===== config.mk =====
export PLATFORM = sky130hd
export DESIGN_NAME = pe_row_feeder
export DESIGN_NICKNAME = d
export VERILOG_FILES = /design/src/rtl/pe_pkg.sv /design/src/rtl/row_bank.sv /design/src/rtl/pe_row_feeder.sv
export SDC_FILE = /design/constraint.sdc
export NUM_CORES = 1
export LEC_CHECK = 0
export BUFFER_PORTS_ARGS = -buffer_cell sky130_fd_sc_hd__buf_2
export CAP_MARGIN = 20
export CORE_ASPECT_RATIO = 0.7
export CORE_UTILIZATION = 40
export DETAILED_ROUTE_END_ITERATION = 8
export MAX_ROUTING_LAYER = met4
export SYNTH_ARGS = -nofsm -noshare
export SYNTH_HDL_FRONTEND = slang
export SYNTH_SLANG_ARGS = --single-unit

===== constraint.sdc =====
create_clock -name clk -period 6.8 [get_ports clk]
set_input_delay 0.68 -clock clk [delete_from_list [all_inputs] [get_ports clk]]
set_output_delay 0.68 -clock clk [all_outputs]
set_load 0.02 [all_outputs]

===== src/rtl/pe_pkg.sv =====
// Shared types and defaults for the PE row feeder and its banks.
package pe_pkg;

  localparam int unsigned DATA_W_DEF   = 32;
  localparam int unsigned FILT_LEN_DEF = 3;
  localparam int unsigned IMAP_LEN_DEF = 5;

  typedef enum logic [2:0] {
    IDLE,
    LOAD,
    WAIT_PE,
    SEND,
    DONE
  } feeder_state_t;

  localparam logic [1:0] SEL_WEIGHT = 2'd0;
  localparam logic [1:0] SEL_IMAP   = 2'd1;
  localparam logic [1:0] SEL_PSUM   = 2'd2;

endpackage


===== src/rtl/row_bank.sv =====
// DEPTH x DATA_W register file filled in order by a write counter.
// Reads past the filled depth return zero so short banks pad the stream.
module row_bank #(
  parameter int unsigned DEPTH  = 3,
  parameter int unsigned DATA_W = 32,
  parameter int unsigned IDX_W  = 3
) (
  input  logic              clk,
  input  logic              rst,
  input  logic              clr,
  input  logic              wr_en,
  input  logic [DATA_W-1:0] wr_data,
  input  logic [IDX_W-1:0]  rd_idx,
  output logic [DATA_W-1:0] rd_data,
  output logic [IDX_W-1:0]  count,
  output logic              full
);

  logic [DATA_W-1:0] mem [DEPTH];

  assign full = (count == IDX_W'(DEPTH));

  always_ff @(posedge clk or negedge rst) begin
    if (!rst) begin
      count <= '0;
      for (int unsigned i = 0; i < DEPTH; i++) mem[i] <= '0;
    end else if (clr) begin
      count <= '0;
      for (int unsigned i = 0; i < DEPTH; i++) mem[i] <= '0;
    end else if (wr_en && !full) begin
      for (int unsigned i = 0; i < DEPTH; i++)
        if (count == IDX_W'(i)) mem[i] <= wr_data;
      count <= count + IDX_W'(1);
    end
  end

  always_comb begin
    rd_data = '0;
    for (int unsigned i = 0; i < DEPTH; i++)
      if (rd_idx == IDX_W'(i)) rd_data = mem[i];
  end

endmodule


===== src/rtl/pe_row_feeder.sv =====
// Buffers one convolution row and streams it into the PE.
// FEEDER_WEIGHT_REUSE_EN: weights persist across rows until reset.
module pe_row_feeder
  import pe_pkg::*;
#(
  parameter int unsigned DATA_W   = DATA_W_DEF,
  parameter int unsigned FILT_LEN = FILT_LEN_DEF,
  parameter int unsigned IMAP_LEN = IMAP_LEN_DEF
) (
  input  logic              clk,
  input  logic              rst,
  input  logic              wr_valid,
  output logic              wr_ready,
  input  logic [1:0]        wr_sel,
  input  logic [DATA_W-1:0] wr_data,
  input  logic              from_pe_ready,
  output logic              to_pe_enable,
  output logic [DATA_W-1:0] to_pe_weight_value,
  output logic [DATA_W-1:0] to_pe_imap_value,
  output logic [DATA_W-1:0] to_pe_psum_value,
  output logic              row_done,
  output logic              wr_err
);

  localparam int unsigned OUT_LEN = IMAP_LEN - FILT_LEN + 1;
  localparam int unsigned IDX_W   = $clog2(IMAP_LEN + 1);

  feeder_state_t     state;
  logic [IDX_W-1:0]  k;
  logic [IDX_W-1:0]  rd_idx;
  logic              accept, bad_wr, loaded;
  logic              w_we, i_we, p_we;
  logic              w_full, i_full, p_full;
  logic              bank_clr, w_clr;
  logic [IDX_W-1:0]  w_cnt, i_cnt, p_cnt;
  logic [DATA_W-1:0] w_rd, i_rd, p_rd;

  assign accept = wr_valid && wr_ready;

  always_comb begin
    w_we   = accept && (wr_sel == SEL_WEIGHT) && !w_full;
    i_we   = accept && (wr_sel == SEL_IMAP)   && !i_full;
    p_we   = accept && (wr_sel == SEL_PSUM)   && !p_full;
    bad_wr = accept && ((wr_sel == 2'd3) ||
                        ((wr_sel == SEL_WEIGHT) && w_full) ||
                        ((wr_sel == SEL_IMAP)   && i_full) ||
                        ((wr_sel == SEL_PSUM)   && p_full));
    // Completion is judged on the counts including this cycle's write.
    loaded = ((w_cnt + IDX_W'(w_we)) == IDX_W'(FILT_LEN)) &&
             ((i_cnt + IDX_W'(i_we)) == IDX_W'(IMAP_LEN)) &&
             ((p_cnt + IDX_W'(p_we)) == IDX_W'(OUT_LEN));
  end

  // The bus registers load the next word, so read one ahead of k.
  assign rd_idx   = (state == SEND) ? (k + IDX_W'(1)) : '0;
  assign bank_clr = (state == DONE);

`ifdef FEEDER_WEIGHT_REUSE_EN
  assign w_clr = 1'b0;
`else
  assign w_clr = bank_clr;
`endif

  row_bank #(.DEPTH(FILT_LEN), .DATA_W(DATA_W), .IDX_W(IDX_W)) u_weight (
    .clk(clk), .rst(rst), .clr(w_clr), .wr_en(w_we), .wr_data(wr_data),
    .rd_idx(rd_idx), .rd_data(w_rd), .count(w_cnt), .full(w_full)
  );

  row_bank #(.DEPTH(IMAP_LEN), .DATA_W(DATA_W), .IDX_W(IDX_W)) u_imap (
    .clk(clk), .rst(rst), .clr(bank_clr), .wr_en(i_we), .wr_data(wr_data),
    .rd_idx(rd_idx), .rd_data(i_rd), .count(i_cnt), .full(i_full)
  );

  row_bank #(.DEPTH(OUT_LEN), .DATA_W(DATA_W), .IDX_W(IDX_W)) u_psum (
    .clk(clk), .rst(rst), .clr(bank_clr), .wr_en(p_we), .wr_data(wr_data),
    .rd_idx(rd_idx), .rd_data(p_rd), .count(p_cnt), .full(p_full)
  );

  always_ff @(posedge clk or negedge rst) begin
    if (!rst) begin
      state              <= IDLE;
      k                  <= '0;
      wr_ready           <= 1'b0;
      to_pe_enable       <= 1'b0;
      to_pe_weight_value <= '0;
      to_pe_imap_value   <= '0;
      to_pe_psum_value   <= '0;
      row_done           <= 1'b0;
      wr_err             <= 1'b0;
    end else begin
      if (bad_wr) wr_err <= 1'b1;
      to_pe_enable <= 1'b0;
      row_done     <= 1'b0;
      case (state)
        IDLE: begin
          state    <= LOAD;
          wr_ready <= 1'b1;
        end
        LOAD: begin
          if (loaded) begin
            state    <= WAIT_PE;
            wr_ready <= 1'b0;
          end
        end
        WAIT_PE: begin
          if (from_pe_ready) begin
            state              <= SEND;
            k                  <= '0;
            to_pe_enable       <= 1'b1;
            to_pe_weight_value <= w_rd;
            to_pe_imap_value   <= i_rd;
            to_pe_psum_value   <= p_rd;
          end
        end
        SEND: begin
          if (k == IDX_W'(IMAP_LEN - 1)) begin
            state              <= DONE;
            row_done           <= 1'b1;
            to_pe_weight_value <= '0;
            to_pe_imap_value   <= '0;
            to_pe_psum_value   <= '0;
          end else begin
            k                  <= k + IDX_W'(1);
            to_pe_weight_value <= w_rd;
            to_pe_imap_value   <= i_rd;
            to_pe_psum_value   <= p_rd;
          end
        end
        DONE: begin
          state <= IDLE;
          k     <= '0;
        end
        default: state <= IDLE;
      endcase
    end
  end

endmodule


# Word-level counts from Yosys, hierarchy flattened
# Index checks and enable logic that the tools add are counted.
word_totals:
  elab_cells: 177
  regBits: 467
  input_bits: 38
op_classes:
  n_reduce_logical: 60
  eq_ne: 30
  n_mux: 57
  add_sub_neg: 7
op_table:
  columns: ["operator", "count"]
  rows:
  - ["$mux 32", 28]
  - ["$mux 96", 4]
  - ["$mux 160", 2]
  - ["$pmux 32 s2", 3]
  - ["$eq 3x2->1 const B", 12]
  - ["$mux 3", 12]
  - ["$reduce_bool 2->1", 16]
  - ["$reduce_and 2->1", 13]
  - ["$eq 3x3->1 const B", 6]
  - ["$logic_and 1x1->1", 16]
  - ["$eq 3x1->1 const B", 5]
  - ["$logic_not 3->1", 5]
  - ["$add 3x1->3 const B", 4]
  - ["$pmux 3 s4", 1]
  - ["$add 3x1->3", 3]
  - ["$pmux 3 s3", 1]
  - ["$ne 2x2->1 const B", 3]
  - ["$reduce_and 3->1", 2]
  - ["$mux 1", 5]
  - ["$eq 2x2->1 const B", 2]
  - ["$logic_not 1->1", 3]
  - ["$logic_or 1x1->1", 3]
  - ["$reduce_bool 3->1", 1]
  - ["$eq 2x1->1 const B", 1]
  - ["3 further kinds", 3]

# Depth between registers and ports, before layout
depth:
  ltp_word: 10
  depth_mapped: 11
  mapped_depth_nobuf: 11

# Hierarchy
# From an unflattened synthesis, not the netlist that was laid out.
unflattened:
  hier_cells: 2536
  area_unflattened_um2: 22809.4
by_module_without_submodules:
  columns: ["mod", "cells_per_inst", "area_each_um2", "n_inst"]
  rows:
  - ["row_bank (u_imap)", 919, 7868.8, 1]
  - ["row_bank (u_weight)", 556, 5212.5, 1]
  - ["row_bank (u_psum)", 556, 4908.5, 1]
  - ["pe_row_feeder", 505, 4819.6, 1]

# Worst setup path after synthesis
# Ideal clock, no wire load.
synth_path:
  kind: "input-to-reg"
  start: "input wr_sel[0]"
  end: "register wr_ready"
  cell_stages: 10
  setup_ps: 135
  path_buffers: 2
  arrival_time_ps: 2431
  setup_slack_ps: 4234
  path_cell_list: "buf_2 nor3b_2 nor2b_1 buf_2 ha_1 ha_1 nand4b_1 or3_1 o31ai_1 o31ai_1"
synth_via:
  elab_chain_cells: 9
  elab_cells_between_ends: 19
  cone_classes: "add/sub (3); eq/ne (6); reduce/logical (10)"
synth_rtl:
  columns: ["item", "line", "rtl"]
  rows:
  - ["start: declaration", "pe_row_feeder.sv:14", "input logic [1:0] wr_sel,"]
  - ["$eq 2x1->1 / $logic_not 2->1 (equally long branches)", "pe_row_feeder.sv:42, pe_row_feeder.sv:41", null]
  - ["$logic_and 1x1->1 (on tied branches) (2 in a row)", "pe_row_feeder.sv:42, pe_row_feeder.sv:41", null]
  - ["$add 3x1->3 (on tied branches)", "pe_row_feeder.sv:50, pe_row_feeder.sv:49", null]
  - ["$eq 3x3->1 / $eq 3x2->1 (equally long branches)", "pe_row_feeder.sv:50, pe_row_feeder.sv:49", null]
  - ["$logic_and 1x1->1", "pe_row_feeder.sv:49", "loaded = ((w_cnt + IDX_W'(w_we)) == IDX_W'(FILT_LEN)) &&"]
  - ["$logic_and 1x1->1 (*)", "pe_row_feeder.sv:50", "((i_cnt + IDX_W'(i_we)) == IDX_W'(IMAP_LEN)) &&"]
  - ["$ne 2x2->1 (no source line) (*)", null, null]
  - ["$reduce_and 2->1 (no source line) (*)", null, null]
  - ["end signal: assignment", "pe_row_feeder.sv:83", "wr_ready <= 1'b0;"]
  - ["end signal: assignment", "pe_row_feeder.sv:97", "wr_ready <= 1'b1;"]
  - ["end signal: assignment", "pe_row_feeder.sv:102", "wr_ready <= 1'b0;"]
  - ["end: declaration", "pe_row_feeder.sv:13", "output logic wr_ready,"]
# Every way passes the cells marked *; elsewhere a longest branch is shown, timed or not.
# A chain may end at the register's enable or synchronous reset.

# Final worst setup path
layout_path:
  start: "register k[0]"
  end: "register to_pe_weight_value[5]"
layout_via:
  elab_chain_cells: 8
  elab_cells_between_ends: 12
  cone_classes: "add/sub (1); eq/ne (3); mux (7); reduce/logical (1)"
layout_rtl:
  columns: ["item", "line", "rtl"]
  rows:
  - ["start: declaration", "pe_row_feeder.sv:29", "logic [IDX_W-1:0] k;"]
  - ["start signal: assignment", "pe_row_feeder.sv:123", "k <= k + IDX_W'(1);"]
  - ["$add 3x1->3", "pe_row_feeder.sv:55", "assign rd_idx = (state == SEND) ? (k + IDX_W'(1)) : '0;"]
  - ["$mux 3", "pe_row_feeder.sv:55", null]
  - ["$logic_not 3->1", "row_bank.sv:40", "if (rd_idx == IDX_W'(i)) rd_data = mem[i];"]
  - ["$mux 32 (3 in a row)", "row_bank.sv:40", null]
  - ["$mux 32 (on tied branches)", "pe_row_feeder.sv:116, pe_row_feeder.sv:106", null]
  - ["$pmux 32 s2 (*)", "pe_row_feeder.sv:94", "case (state)"]
  - ["end signal: assignment", "pe_row_feeder.sv:110", "to_pe_weight_value <= w_rd;"]
  - ["end signal: assignment", "pe_row_feeder.sv:124", "to_pe_weight_value <= w_rd;"]
  - ["end: declaration", "pe_row_feeder.sv:18", "output logic [DATA_W-1:0] to_pe_weight_value,"]
# Every way passes the cells marked *; elsewhere a longest branch is shown, timed or not. The select of a mux whose other input is x is not followed.

==> impl_metrics.tcl <==
set metrics [dict create \
    cts_tree "built" \
    post-place-ws_ps 2650 \
    grt.busiest_layer "met2" \
    syn_to_final_growth_pct 11.0 \
    gr-total-overflow 0 \
    reg2reg_to "to_pe_weight_value[5]" \
    syn-mean-instance-area_sq_um 8.45 \
    core_area_sq_mm 0.0554 \
    drc 0 \
    mostFrequentLayoutCells "873 x nand2_1, 466 x dfrtp_1, 419 x a21oi_1" \
    wire_per_inst_um 22.1 \
    skew_ps 24.2 \
    routed_via_density 5.88 \
    final_util 0.451 \
    synth_ff_type "dfrtp_1" \
    start_util 0.406 \
    timing.reg2reg.setup_slack_ps 2590 \
    die_area_sq_mm 0.0572 \
    required_ps 7250 \
    yosys_warnings 0 \
    drt_iter0_markers 1984 \
    seq_area_frac_synth 0.520 \
    rsz0062_at_grt "no" \
    fill_cells 5367 \
    hold_buffers 0 \
    hold_slack_ps 85.9 \
    synthMuxAreaShare 0.000890 \
    use_met3 0.0587 \
    crit_type "reg -> reg" \
    boundaryPins 138 \
    grt_pass1_wl_um 117000 \
    setup_viol 0 \
    htreeDepth 2 \
    mostFrequentLayoutCell "nand2_1" \
    clockBufferDepth 3 \
    synth_edf_count 0 \
    synth-simple-area-share 0.176 \
    synth_top_family_by_area "compound AO/OA/AOI/OAI gates" \
    critPathMaxFanout 66 \
    dieHeight_um 200 \
    arrival_ps 4660 \
    grt_util_all_layers 0.268 \
    min_period_ps 4210 \
    finalInstanceArea_sq_mm 0.0250 \
    synthCells 2662 \
    use_met1 0.368 \
    path_clk_slew_ps 70 \
    reg2regPathDepth 8 \
    worst_pin_slew_ps 1110 \
    use_met2 0.395 \
    antenna_found_initial 1 \
    synth_xor_area_frac 0.00345 \
    rows 72 \
    cts_setup_buffers 0 \
    drive_gt1_frac 0.105 \
    post-dp-hpwl_um 40800 \
    layout.nets 2682 \
    synth_nets 2723 \
    routed-via-count 19985 \
    die-width_um 285 \
    tns_ps 0 \
    cts.sink_count 467 \
    status "completed" \
    wl_um 75100 \
    cp-start-kind "flop" \
    synth.distinct_cells 52 \
    syn_area_sq_mm 0.0225 \
    port_buffers 137 \
    cts-buffers-inserted 46 \
    synth_compound_area_frac 0.223 \
    finalHoldViolations 0 \
    grt_pass1_vias 19671 \
    drv_slew 0 \
    cts-root-buf "clkbuf_16" \
    ctsResizeCount 0 \
    cap_violations 0 \
    synthArstFlopShare 1.00 \
    power_density_mw_per_mm2 372 \
    endpoint_kind "flop" \
    ys_ff_latch 467 \
    placedInstanceArea_sq_mm 0.0233 \
    insertion_delay_ps 590 \
    max_freq_mhz 238 \
    rr_startpoint "k[0]" \
    grt_max_degree 201 \
    fin_crit_sh 0.618 \
    routabilityCongestion 0.820 \
    ir_worst_vdd_mv 0.239 \
    synthAdderAreaFrac 0.0128 \
    p_leak_nw 10.7 \
    relSlewSlack 0.261 \
    first_pass_iters 7 \
    setup_ws_ps 2590 \
    ant_nets 0 \
    worstHoldPathType "in -> async" \
]
[kinds of logic (layout without fill, tap and decap cells)]
| family | after synthesis | in the layout |
|---|---|---|
| xor gates and xnor gates | 8 | 8 |
| DFF | 467 | 467 |
| muxes | 2 | 2 |
| adders and majority gates | 23 | 23 |
| and+or+nand+nor | 975 | 975 |
| buffers and inverters | 336 | 330 |
| other | 0 | 1 |
| AOI/OAI and AO/OA | 851 | 851 |
[metal layers]
metal,vias to the layer above,routed length (um)
li1,9003,-
met3,131,6540
met5,-,0
met4,0,1760
met2,877,33900
met1,9974,32900
[worst max-delay path by stage]
stage / to / start / slack, ps / cells after the start
finish: to_pe_weight_value[5] / k[0] / 2590 / 8
global route: to_pe_weight_value[11] / k[0] / 2400 / 8
CTS: to_pe_weight_value[5] / k[0] / 2640 / 8
detailed placement: to_pe_psum_value[11] / k[0] / 2650 / 8
global placement: to_pe_weight_value[27] / k[0] / 2770 / 8
floorplan: wr_ready / wr_sel[0] / 4230 / 10
[final cells by class]
type / count / area [sq um] / share of cell area
Antenna cell: 1 / 2.50 / 0.000100
Sequential cell: 467 / 11700 / 0.468
Clock buffer: 67 / 1370 / 0.0549
Multi-Input combinational cell: 1859 / 9440 / 0.378
Clock inverter: 16 / 280 / 0.0112
Timing Repair Buffer: 169 / 973 / 0.0390
Inverter: 78 / 293 / 0.0117
Tap cell: 740 / 926 / 0.0371
[critical path: stages, from the launching register on]
cell and delay (ps):
dfrtp_1 320, buf_4 390, inv_1 260, ha_2 670, and4b_2 280, buf_4 640, nand3_4 830, o21ai_0 560
a32oi_1 80
[synthesized netlist by cell type (2+ instances only)]
cell | number | area, sq um
nand4_1 | 3 | 18.8
o22ai_1 | 65 | 407
a21oi_1 | 419 | 2100
o21bai_1 | 32 | 240
o21ai_1 | 43 | 215
nor3_1 | 2 | 10.0
a32oi_1 | 128 | 1120
xnor2_1 | 6 | 52.6
dfrtp_1 | 467 | 11700
buf_1 | 9 | 33.8
nand2_1 | 875 | 3280
o21ai_0 | 122 | 611
buf_4 | 9 | 67.6
nand3_1 | 12 | 60.1
or3_1 | 35 | 219
o31ai_1 | 2 | 15.0
and4b_1 | 2 | 20.0
nand2b_1 | 3 | 18.8
inv_1 | 77 | 289
buf_2 | 64 | 320
and3b_1 | 2 | 17.5
nor4_4 | 2 | 42.5
and3_1 | 9 | 56.3
nor2b_1 | 2 | 12.5
and4_1 | 3 | 26.3
ha_1 | 23 | 288
a211oi_1 | 35 | 263
buf_6 | 8 | 90.1
mux2i_1 | 2 | 20.0
nor2_1 | 13 | 48.8
clkbuf_1 | 167 | 627
[stage by stage]
stage	instances	total power [W]
floorplan	2662	0.00585
global placement	3313	0.00636
detailed placement	3313	0.00651
CTS	3396	0.00932
global route	3397	0.00986
finish	3397	0.00930
[sequential cells by signal, indices dropped and copies added, names as in the netlist, 3 cells and up]
register / cells
u_imap.count: 3
state: 3
u_imap.mem: 160
k: 3
u_weight.count: 3
u_psum.count: 3
u_psum.mem: 96
u_weight.mem: 96
to_pe_psum_value: 32
to_pe_weight_value: 32
to_pe_imap_value: 32
[report_power, final]
| part | switching [W] | leakage, nW | internal, W |
|---|---|---|---|
| combinational | 0.00125 | 3.67 | 0.000894 |
| clock | 0.00115 | 0.811 | 0.00167 |
| sequential | 0.000607 | 6.17 | 0.00373 |
Power figures use the tool's default switching activity.
